### config.mk
export PLATFORM = sky130hd
export DESIGN_NAME = mem_io_ctrl
export DESIGN_NICKNAME = d
export VERILOG_FILES = /design/src/rtl/mem_io_pkg.sv /design/src/rtl/mem_io_regs.sv /design/src/rtl/mem_io_ctrl.sv
export SDC_FILE = /design/constraint.sdc
export NUM_CORES = 1
export LEC_CHECK = 0
export BUFFER_PORTS_ARGS = -buffer_cell sky130_fd_sc_hd__buf_4
export CORE_MARGIN = 2
export CORE_UTILIZATION = 27
export DETAILED_ROUTE_END_ITERATION = 6
export PLACE_DENSITY = 0.47
export SYNTH_ARGS = -nofsm -noshare
export SYNTH_HDL_FRONTEND = slang
export SYNTH_SLANG_ARGS = --single-unit
### constraint.sdc
create_clock -name Clk -period 8 [get_ports Clk]
set_input_delay 1.6 -clock Clk [delete_from_list [all_inputs] [get_ports Clk]]
set_output_delay 1.6 -clock Clk [all_outputs]
set_load 0.01 [all_outputs]
### src/rtl/mem_io_pkg.sv
// Purpose: shared types and constants for the mem_io_ctrl bridge.
// Latency: n/a (types and constants only).
// Backpressure: n/a.
package mem_io_pkg;

  // Transaction engine states.
  typedef enum logic [2:0] {
    IDLE,
    IO,
    SETUP,
    WAIT,
    DONE
  } state_t;

  // Register offsets below IO_ADDR.
  localparam int IO_SW_HEX_OFS = 0;
  localparam int IO_LED_OFS    = 1;

endpackage

### src/rtl/mem_io_regs.sv
// Purpose: memory-mapped IO register file (hex digits, optional LED), decode and read mux.
// Latency: reads are combinational on rd_addr_i; writes land on the clock edge where wr_en_i is high.
// Backpressure: none; every write is accepted.
//
// Ports: clk/rst; rd_addr_i -> io_hit_o, rd_data_o (decode + read mux);
//        wr_en_i/wr_addr_i/wr_data_i (register write); sw_i (switches);
//        hex_o (digit 0 in [3:0]); led_o only when MMIO_LED_EN is defined.
module mem_io_regs
  import mem_io_pkg::*;
#(
  parameter int              DATA_W     = 16,
  parameter int              ADDR_W     = 16,
  parameter int              SW_W       = 10,
  parameter int              HEX_DIGITS = 4,
  parameter logic [ADDR_W-1:0] IO_ADDR  = 16'hFFFF
) (
  input  logic                    clk,
  input  logic                    rst,
  input  logic [ADDR_W-1:0]       rd_addr_i,
  output logic                    io_hit_o,
  output logic [DATA_W-1:0]       rd_data_o,
  input  logic                    wr_en_i,
  input  logic [ADDR_W-1:0]       wr_addr_i,
  input  logic [DATA_W-1:0]       wr_data_i,
  input  logic [SW_W-1:0]         sw_i,
  output logic [4*HEX_DIGITS-1:0] hex_o
`ifdef MMIO_LED_EN
  ,
  output logic [SW_W-1:0]         led_o
`endif
);

  localparam logic [ADDR_W-1:0] SW_HEX_ADDR = IO_ADDR - ADDR_W'(IO_SW_HEX_OFS);

  logic [4*HEX_DIGITS-1:0] hex_q, hex_d;

  always_comb begin
    hex_d = hex_q;
    if (wr_en_i && (wr_addr_i == SW_HEX_ADDR)) hex_d = wr_data_i[4*HEX_DIGITS-1:0];
  end

  always_ff @(posedge clk or posedge rst) begin
    if (rst) hex_q <= '0;
    else     hex_q <= hex_d;
  end

  assign hex_o = hex_q;

`ifdef MMIO_LED_EN
  localparam logic [ADDR_W-1:0] LED_ADDR = IO_ADDR - ADDR_W'(IO_LED_OFS);

  logic [SW_W-1:0] led_q, led_d;

  always_comb begin
    led_d = led_q;
    if (wr_en_i && (wr_addr_i == LED_ADDR)) led_d = wr_data_i[SW_W-1:0];
  end

  always_ff @(posedge clk or posedge rst) begin
    if (rst) led_q <= '0;
    else     led_q <= led_d;
  end

  assign led_o = led_q;
`endif

  // Decode and read mux share one chain so the hit flag and data always agree.
  always_comb begin
    io_hit_o  = 1'b0;
    rd_data_o = '0;
    if (rd_addr_i == SW_HEX_ADDR) begin
      io_hit_o  = 1'b1;
      rd_data_o = DATA_W'(sw_i);
    end
`ifdef MMIO_LED_EN
    else if (rd_addr_i == LED_ADDR) begin
      io_hit_o  = 1'b1;
      rd_data_o = DATA_W'(led_q);
    end
`endif
  end

endmodule

### src/rtl/mem_io_ctrl.sv
// Purpose: CPU MAR/MDR to async SRAM bridge with wait states and memory-mapped IO.
// Latency: IO access acks 1 cycle after acceptance, SRAM access acks WAIT_CYCLES+2 cycles after.
// Backpressure: cpu_req is only accepted in IDLE; the CPU holds it until the one-cycle cpu_ack.
//
// Ports: Clk, Reset (async, active high); cpu_req/cpu_we/cpu_addr/cpu_wdata in,
//        cpu_rdata/cpu_ack out; sram_addr/sram_wdata/sram_oe_n/sram_we_n (all from flops),
//        sram_rdata in; Switches in; hex out. Optional macro MMIO_LED_EN adds LED out.
module mem_io_ctrl
  import mem_io_pkg::*;
#(
  parameter int                DATA_W      = 16,
  parameter int                ADDR_W      = 16,
  parameter int                SW_W        = 10,
  parameter int                HEX_DIGITS  = 4,
  parameter int                WAIT_CYCLES = 2,
  parameter logic [ADDR_W-1:0] IO_ADDR     = 16'hFFFF
) (
  input  logic                    Clk,
  input  logic                    Reset,
  input  logic                    cpu_req,
  input  logic                    cpu_we,
  input  logic [ADDR_W-1:0]       cpu_addr,
  input  logic [DATA_W-1:0]       cpu_wdata,
  output logic [DATA_W-1:0]       cpu_rdata,
  output logic                    cpu_ack,
  output logic [ADDR_W-1:0]       sram_addr,
  output logic [DATA_W-1:0]       sram_wdata,
  input  logic [DATA_W-1:0]       sram_rdata,
  output logic                    sram_oe_n,
  output logic                    sram_we_n,
  input  logic [SW_W-1:0]         Switches,
  output logic [4*HEX_DIGITS-1:0] hex
`ifdef MMIO_LED_EN
  ,
  output logic [SW_W-1:0]         LED
`endif
);

  // A zero wait-state write would never pulse WE, so refuse to build it.
  if (WAIT_CYCLES < 1 || WAIT_CYCLES > 15) begin : g_bad_wait
    $error("mem_io_ctrl: WAIT_CYCLES must be in 1..15");
  end
  if (SW_W > DATA_W || 4*HEX_DIGITS > DATA_W) begin : g_bad_width
    $error("mem_io_ctrl: SW_W and 4*HEX_DIGITS must not exceed DATA_W");
  end

  state_t            state_q, state_d;
  logic [3:0]        cnt_q, cnt_d;
  logic              we_q, we_d;
  logic [ADDR_W-1:0] addr_q, addr_d;
  logic [DATA_W-1:0] wdata_q, wdata_d;
  logic              ack_q, ack_d;
  logic [DATA_W-1:0] rdata_q, rdata_d;
  logic [ADDR_W-1:0] sram_addr_q, sram_addr_d;
  logic [DATA_W-1:0] sram_wdata_q, sram_wdata_d;
  logic              oe_n_q, oe_n_d;
  logic              we_n_q, we_n_d;

  logic              io_hit;
  logic [DATA_W-1:0] io_rdata;

  // Decode runs on the live request address so IO read data is ready by the ack cycle;
  // writes use the latched address and land on the edge that ends the IO cycle.
  mem_io_regs #(
    .DATA_W    (DATA_W),
    .ADDR_W    (ADDR_W),
    .SW_W      (SW_W),
    .HEX_DIGITS(HEX_DIGITS),
    .IO_ADDR   (IO_ADDR)
  ) u_regs (
    .clk      (Clk),
    .rst      (Reset),
    .rd_addr_i(cpu_addr),
    .io_hit_o (io_hit),
    .rd_data_o(io_rdata),
    .wr_en_i  ((state_q == IO) && we_q),
    .wr_addr_i(addr_q),
    .wr_data_i(wdata_q),
    .sw_i     (Switches),
    .hex_o    (hex)
`ifdef MMIO_LED_EN
    ,
    .led_o    (LED)
`endif
  );

  // SRAM pins and ack are computed one cycle ahead and registered, so each
  // output reflects the state it is registered into, with no decode glitches.
  always_comb begin
    state_d      = state_q;
    cnt_d        = cnt_q;
    we_d         = we_q;
    addr_d       = addr_q;
    wdata_d      = wdata_q;
    ack_d        = 1'b0;
    rdata_d      = rdata_q;
    sram_addr_d  = sram_addr_q;
    sram_wdata_d = sram_wdata_q;
    oe_n_d       = oe_n_q;
    we_n_d       = we_n_q;
    case (state_q)
      IDLE: begin
        if (cpu_req) begin
          we_d    = cpu_we;
          addr_d  = cpu_addr;
          wdata_d = cpu_wdata;
          if (io_hit) begin
            state_d = IO;
            ack_d   = 1'b1;
            if (!cpu_we) rdata_d = io_rdata;
          end else begin
            state_d     = SETUP;
            sram_addr_d = cpu_addr;
            if (cpu_we) sram_wdata_d = cpu_wdata;
            else        oe_n_d       = 1'b0;
          end
        end
      end
      IO: state_d = IDLE;
      SETUP: begin
        if (WAIT_CYCLES == 0) begin
          state_d = DONE;
          ack_d   = 1'b1;
          if (!we_q) rdata_d = sram_rdata;
        end else begin
          state_d = WAIT;
          cnt_d   = 4'(WAIT_CYCLES);
          if (we_q) we_n_d = 1'b0;
        end
      end
      WAIT: begin
        if (cnt_q <= 4'd1) begin
          // WE rises entering DONE; address and data stay put for hold time.
          state_d = DONE;
          ack_d   = 1'b1;
          we_n_d  = 1'b1;
          if (!we_q) rdata_d = sram_rdata;
        end else begin
          cnt_d = cnt_q - 4'd1;
        end
      end
      DONE: begin
        state_d = IDLE;
        oe_n_d  = 1'b1;
        we_n_d  = 1'b1;
      end
      default: state_d = IDLE;
    endcase
  end

  always_ff @(posedge Clk or posedge Reset) begin
    if (Reset) begin
      state_q      <= IDLE;
      cnt_q        <= '0;
      we_q         <= 1'b0;
      addr_q       <= '0;
      wdata_q      <= '0;
      ack_q        <= 1'b0;
      rdata_q      <= '0;
      sram_addr_q  <= '0;
      sram_wdata_q <= '0;
      oe_n_q       <= 1'b1;
      we_n_q       <= 1'b1;
    end else begin
      state_q      <= state_d;
      cnt_q        <= cnt_d;
      we_q         <= we_d;
      addr_q       <= addr_d;
      wdata_q      <= wdata_d;
      ack_q        <= ack_d;
      rdata_q      <= rdata_d;
      sram_addr_q  <= sram_addr_d;
      sram_wdata_q <= sram_wdata_d;
      oe_n_q       <= oe_n_d;
      we_n_q       <= we_n_d;
    end
  end

  assign cpu_ack    = ack_q;
  assign cpu_rdata  = rdata_q;
  assign sram_addr  = sram_addr_q;
  assign sram_wdata = sram_wdata_q;
  assign sram_oe_n  = oe_n_q;
  assign sram_we_n  = we_n_q;

endmodule
* Word-level counts from Yosys, hierarchy flattened
Index checks and enable logic that the tools add are counted.
Storage, ports and cells: memory bits (read-only) 0, register bits 107, logic and storage cells 69, bits in writable memories 0, memories 0, input bits 62, bits in latches 0
Operators by class: $add $sub $neg 1, muxes and demuxes 25, shift-type cells 0, reduce and logical (&&, ||, !) cells 15, $mul 0, div/mod/pow operators 0, equality and inequality tests 14, magnitude comparators 1, bitwise logic cells 1
Operators with widths (count):
- 16-bit two-way mux | 5
- 16-bit equality test, second input constant | 2
- 16-bit case mux with 2 select lines | 1
- 2-bit inequality test, second input constant | 8
- 10-bit two-way mux | 1
- 1-bit two-way mux | 9
- 3-bit case mux with 3 select lines | 1
- 4-bit case mux with 2 select lines | 1
- 4-bit AND reduction | 2
- 3-bit by 2-bit equality test with 1-bit output, second input constant | 2
- 3-bit two-way mux | 2
- 2-bit AND reduction | 3
- 3-bit AND reduction | 2
- 6-bit AND reduction | 1
- 2-bit nonzero test | 3
- 4-bit by 1-bit <= comparator with 1-bit output, second input constant | 1
- 4-bit two-way mux | 1
- 1-bit case mux with 2 select lines | 2
- 4-bit by 1-bit subtractor with 4-bit output, second input constant | 1
- 3-bit by 1-bit equality test with 1-bit output, second input constant | 1
- 3-bit equality test, second input constant | 1
- 3-bit zero test | 1
- 1-bit case mux with 3 select lines | 1
- 3-bit nonzero test | 1
- 3 further kinds | 4

* Logic depth before layout (Yosys ltp)
Gate-level depths: netlist of run 1.
depth after elaboration 6, mapped depth 7

* Modules after synthesis
Synthesis of run 1 repeated with hierarchy kept, for this count alone.
Unflattened totals: cells, all modules 315, area, all modules 4654.5 um2
Modules (own cells, without submodules):
- mem_io_ctrl | area each 3817.4 um2, seq. area each 2279.7 um2, times used 1, cells each 252
- mem_io_regs | area each 837.1 um2, seq. area each 400.4 um2, times used 1, cells each 63

* Worst setup path before layout of run 1
Ideal clock, no wire load.
path type in2reg, from input port cpu_addr[14], to register sram_addr_q[0] (netlist: sram_addr[0]), required time 7875 ps, library setup time 125 ps, path slack 4843 ps, stages on the path 7, data arrival time 3032 ps, cells stage by stage nand4_1 or4_1 buf_2 and2_1 buf_6 buf_12 mux2_4
Between the ends: cells in the longest elaborated chain, start to end 4
RTL lines:
- start: declaration | RTL line mem_io_ctrl.sv:22 | input logic [ADDR_W-1:0] cpu_addr,
- 16-bit equality test | RTL line mem_io_regs.sv:71 | if (rd_addr_i == SW_HEX_ADDR) begin
- 1-bit two-way mux | RTL line mem_io_regs.sv:71
- 1-bit NOT (no source line)
- 3-bit AND reduction (no source line)
- end signal: assignment | RTL line mem_io_ctrl.sv:172 | sram_addr_q <= sram_addr_d;
- end: declaration | RTL line mem_io_ctrl.sv:54 | logic [ADDR_W-1:0] sram_addr_q, sram_addr_d;
No other way between the ends. A chain may end at the register's enable or synchronous reset.

* Final worst setup path of run 1
from input port cpu_addr[1], to register sram_wdata_q[12] (netlist: sram_wdata[12])
Between the ends: cells in the longest elaborated chain, start to end 4
RTL lines:
- 16-bit equality test | RTL line mem_io_regs.sv:71
- 1-bit two-way mux | RTL line mem_io_regs.sv:71
- 1-bit NOT (no source line)
- 4-bit AND reduction (no source line)
- end signal: assignment | RTL line mem_io_ctrl.sv:173 | sram_wdata_q <= sram_wdata_d;
- end: declaration | RTL line mem_io_ctrl.sv:55 | logic [DATA_W-1:0] sram_wdata_q, sram_wdata_d;
No other way between the ends.

==> metrics.txt, run 1 <==
Die Area 17,800 sq um; sequential share of the synthesized area 59.2%; routed len/inst 15.4 um; RSZ-0062 raised after global routing false; via count 3,232; YS warnings 0; main flop type after synthesis dfrtp_1; status completed; post-route clock period utilization 43.8%; Die H 134 um; Max clock buf depth 2; vias in the first global route 3,314; commonest cells after routing, fill and taps aside buf_4, nand2_1, dfrtp_1; maximum fanout along the worst path 16; placement row count 47; first-pass GRT wire length 18,000 um; Mapped Area 4530 sq um; share of cells above drive strength 1 41.4%; synth unique cells 38; total power 2.13 mW; Crit Path Category in -> reg; hold buffer count at cts 0; fin nets 572; Achievable Freq 0.285 GHz; Initial Utilization 27.5%; Port-buffer cells 128; Post-synth EDFFs 0; clk_lat worst skew 0.35 ns; CP Data Required Time 8.23 ns; CP Capture Type register; Critical Path AT 3.74 ns; diode count 0; DRT Pass-1 Iters 4; Synth area leader dfrtp_1; Worst-path clk slew 0.07 ns; routability cong. 0.789; Layout area overhead 32.5%; worst IR drop on VDD 0.123 mV; die width 134 um; top cells by area, synth dfrtp_1, nand2_1, mux2_2, mux2_4, o21ai_0; Lkg Pwr 3.03 nW; max-slew violation count 0; top cell type's share of synthesized area 58.0%; final hold viol count 0; worst hold path class reg -> reg; Max Cap Viol 0; core area 16,500 sq um; CTS resizes 0; TritonCTS buffer count 9; Final HPWL DP 7790 um; syn nets 449; average vias per placed instance 4.42; Routed Antenna Nets 0; asr flop ratio synth 100%; clk_skew 0.00850 ns; htree depth 3; syn_area_per_cell 11.8 sq um; pin count of the biggest net entering global routing 60; # IOs 129; Slew headroom 26.7%; Worst Tran Pin Value 1.09 ns; starting DRC count in detailed routing 142; TritonCTS clock tree done; clk sink count 107; Final min period 3.50 ns; Gate Count Post-Synth 385; flops & latches, synth 107; initial antenna violation count 0; Setup Buffers After CTS 0; GRT Residual Overflow 0; post-route setup TNS 0 ns; Total Wirelength 11,300 um; Pwr per Cell Area 355 nW/um^2; Final setup viols 0; GRT Overall Usage 13.0%; clk root buf clkbuf_16; commonest non-fill, non-tap cell in the layout buf_4; Critical Path Start Type primary input; # DRC 0
## cell usage after synthesis (2+ instances only)
cell type	instances
a21oi_1	4
a22o_1	7
buf_2	2
buf_6	5
clkbuf_1	11
dfrtp_1	105
dfstp_2	2
ha_1	2
inv_1	8
mux2_2	35
mux2_4	23
nand2_1	124
nand3b_1	2
nand4_1	7
nand4b_1	2
nor2_1	5
nor2b_1	3
nor3_1	4
o21ai_0	14
o22ai_1	2
## metal layers
metal	up-vias	part of all wire (%)	global-route usage [%]	wire length [um]
met2	121	45	19.9	5010
met1	1564	47	17.7	5320
met3	6	7.3	4.64	822
met5	-	0	0	0
met4	0	0.91	3.19	103
li1	1541	-	-	-
## cell families after synthesis
family                     after synthesis  synth area share (%)
DFF                                    107                  59.2
and+or+nand+nor                        155                  15.0
adders and majority gates                2                 0.552
muxes                                   59                  16.5
AOI/OAI and AO/OA                       35                  5.25
buffers and inverters                   27                  3.48
## area by class of cell
type	count	area (sq um)
well taps	220	275
clock buffers	11	253
inverters	8	32.5
flip-flops and latches	107	2680
clock inverters	4	73.8
fillers	1664	10500
repair buffers	131	983
multi-input cells	251	1700
## flip-flops by register name (all words and copies together), names as in the netlist
signal and count:
state_q 3, sram_we_n 1, wdata_q 16, cpu_rdata 16, sram_oe_n 1, u_regs.hex_o 16, cnt_q 4, sram_wdata 16
addr_q 16, sram_addr 16, cpu_ack 1, we_q 1
## stage by stage
| step | util, % | hold slack, ns | cell area, sq um | cells | setup slack, ns |
|---|---|---|---|---|---|
| floorplan | - | 0.442 | 4530 | 385 | 3.59 |
| global placement | 34.5 | 0.455 | 5670 | 717 | 4.11 |
| detailed placement | 34.5 | 0.462 | 5670 | 717 | 4.03 |
| CTS | 36.4 | 0.479 | 6000 | 732 | 4.41 |
| global route | 36.4 | 0.509 | 6000 | 732 | 4.31 |
| finish | 36.4 | 0.474 | 6000 | 732 | 4.50 |
## path summary, 6_finish.rpt
check / cells after the start / startpoint / slack (ns) / to
setup / recovery: 5 / cpu_addr[1] / 4.50 / sram_wdata[12]$_DFFE_PP0P_
hold / removal: 2 / wdata_q[7]$_DFFE_PP0P_ / 0.47 / wdata_q[7]$_DFFE_PP0P_
setup reg to reg: 5 / state_q[1]$_DFFE_PP0P_ / 5.18 / sram_wdata[12]$_DFFE_PP0P_
hold reg to reg: 2 / wdata_q[7]$_DFFE_PP0P_ / 0.47 / wdata_q[7]$_DFFE_PP0P_
max in group asynchronous: 3 / Reset / 5.50 / addr_q[5]$_DFFE_PP0P_
min in group asynchronous: 2 / Reset / 1.37 / u_regs.hex_o[2]$_DFFE_PP0P_
## worst max-delay path, stage by stage
cell,delay (ns)
buf_4,0.13
nand4_1,0.11
or4_1,0.48
nor2b_2,0.98
mux2_2,0.42
## power by group
| part | internal, mW | switching, mW | total (mW) |
|---|---|---|---|
| registers | 0.753 | 0.146 | 0.900 |
| clock network | 0.290 | 0.202 | 0.492 |
| logic | 0.398 | 0.342 | 0.740 |
(Power assumes the default switching activity.)
==> run 2: changes to the inputs <==
- clock period: 8 -> 3.4 ns (I/O delays scaled with it)
==> run 2 against run 1 <==
  * Wire length decreased by 0.76%
  * Sequential share of layout area down 0.41 points
  * Non-clock buffer count is 7 higher
  * Global-route usage decreased by 0.22 points
  * Power increased by 130%
  * Cell count grew 1.1%
  * Critical path type is now reg -> reg
  * Highest routed layer unchanged
  * Critical endpoint is now cpu_rdata[1]$_DFFE_PP0P_
  * Core utilization is 0.33 points higher
  * First-iteration DRC count is 2.8% lower
  * Sequential cell count stayed put
  * Clock power grew 120%
==> metrics.txt, run 2 (same netlist as run 1, synthesis figures left out) <==
status completed; Final min period 2.73 ns; Worst-path clk slew 0.07 ns; Reg2Reg Depth 4; Slew headroom 34.4%; htree depth 3; Max Cap Viol 0; Port-buffer cells 128; GRT Overall Usage 12.8%; routability cong. 0.731; Worst Hold Depth 2; Total Wirelength 11,200 um; Die Area 17,800 sq um; Final HPWL DP 8050 um; Die H 134 um; DP Worst Slack 0.647 ns; initial antenna violation count 0; max-slew violation count 0; CP Data Required Time 3.63 ns; Min-Delay Startpoint wdata_q[9]$_DFFE_PP0P_; TritonCTS buffer count 9; Setup Buffers After CTS 0; diode count 0; WHS Endpoint wdata_q[9]$_DFFE_PP0P_; GRT Residual Overflow 0; post-route clock period utilization 80.2%; pin count of the biggest net entering global routing 39; fin nets 579; Achievable Freq 0.367 GHz; hold buffer count at cts 0; clk_lat worst skew 0.35 ns; # IOs 129; clk_skew 0.00840 ns; final worst setup slack 0.673 ns; average vias per placed instance 4.40; total power 4.97 mW; reg2reg setup slack 0.67 ns; dpl cells 724; CP Capture Type register; RSZ-0062 raised after global routing false; Layout area overhead 33.7%; DRT Pass-1 Iters 4; CTS resizes 0; Lkg Pwr 3.06 nW; commonest cells after routing, fill and taps aside buf_4, nand2_1, dfrtp_1; # DRC 0; worst hold path class reg -> reg; maximum fanout along the worst path 16; worst r2r dst cpu_rdata[1]$_DFFE_PP0P_; share of cells above drive strength 1 42.1%; vias in the first global route 3,297; Initial Utilization 27.5%; core area 16,500 sq um; Worst Tran Pin Value 0.984 ns; WHS 0.472 ns; clk root buf clkbuf_16; Final setup viols 0; fin cells 740; final hold viol count 0; worst IR drop on VDD 0.332 mV; Crit Path Category reg -> reg; via count 3,259; TritonCTS clock tree done; first-pass GRT wire length 17,800 um; commonest non-fill, non-tap cell in the layout buf_4; placement row count 47; Pwr per Cell Area 821 nW/um^2; starting DRC count in detailed routing 138; Routed Antenna Nets 0; die width 134 um; routed len/inst 15.1 um; clk sink count 107; post-route setup TNS 0 ns; worst r2r src state_q[1]$_DFFE_PP0P_; Critical Path Start Type register; Max clock buf depth 2; Critical Path AT 2.96 ns
run 2: cell types whose count changed in the layout (fill, tap and decap cells not counted), sizes merged:
cell,change
buf,+7
clkinvlp,+2
clkinv,-1
bufinv,-1
inv,+1
run 2: worst max-delay path, cell delays in order, from the launching register on:
cell and delay, ns:
dfrtp_1 0.61, nand3b_1 0.51, nor4b_4 0.70, o2bb2ai_2 0.39
mux2_4 0.39
run 2: layer usage:
| layer | global-route usage, % | routed length [um] | up-vias |
|---|---|---|---|
| met5 | 0 | 0 | - |
| met4 | 4.96 | 176 | 0 |
| met3 | 3.16 | 658 | 12 |
| met2 | 19.2 | 4850 | 112 |
| met1 | 17.9 | 5480 | 1576 |
| li1 | - | - | 1559 |
run 2: how the worst max path moves through the flow:
stage,end,slack [ns],start,depth (start not counted)
floorplan,sram_addr[0]$_DFFE_PP0P_,1.16,cpu_addr[14],7
global placement,sram_addr[0]$_DFFE_PP0P_,0.70,cpu_addr[7],6
detailed placement,sram_addr[14]$_DFFE_PP0P_,0.65,cpu_req,4
CTS,cpu_rdata[3]$_DFFE_PP0P_,0.62,state_q[1]$_DFFE_PP0P_,4
global route,cpu_rdata[2]$_DFFE_PP0P_,0.41,state_q[1]$_DFFE_PP0P_,4
finish,cpu_rdata[1]$_DFFE_PP0P_,0.67,state_q[1]$_DFFE_PP0P_,4
run 2: per-stage QoR:
| stage | area (sq um) | util (%) |
|---|---|---|
| 2_1_floorplan | 4530 | - |
| 3_3_place_gp | 5750 | 34.9 |
| 3_5_place_dp | 5750 | 34.9 |
| 4_1_cts | 6060 | 36.8 |
| 5_1_grt | 6060 | 36.8 |
| 6_report | 6060 | 36.8 |
run 2: where the power goes:
| group | internal (mW) | switching, mW | total, mW |
|---|---|---|---|
| registers | 1.77 | 0.321 | 2.09 |
| logic | 0.961 | 0.831 | 1.79 |
| clock network | 0.596 | 0.487 | 1.08 |
run 2: final cells by class:
cell class | count | area (sq um)
Clock buffer | 11 | 243
Sequential cell | 107 | 2680
Inverter | 8 | 33.8
Tap cell | 220 | 275
Timing Repair Buffer | 138 | 1060
Multi-Input combinational cell | 251 | 1700
Fill cell | 1670 | 10400
Clock inverter | 5 | 60.1
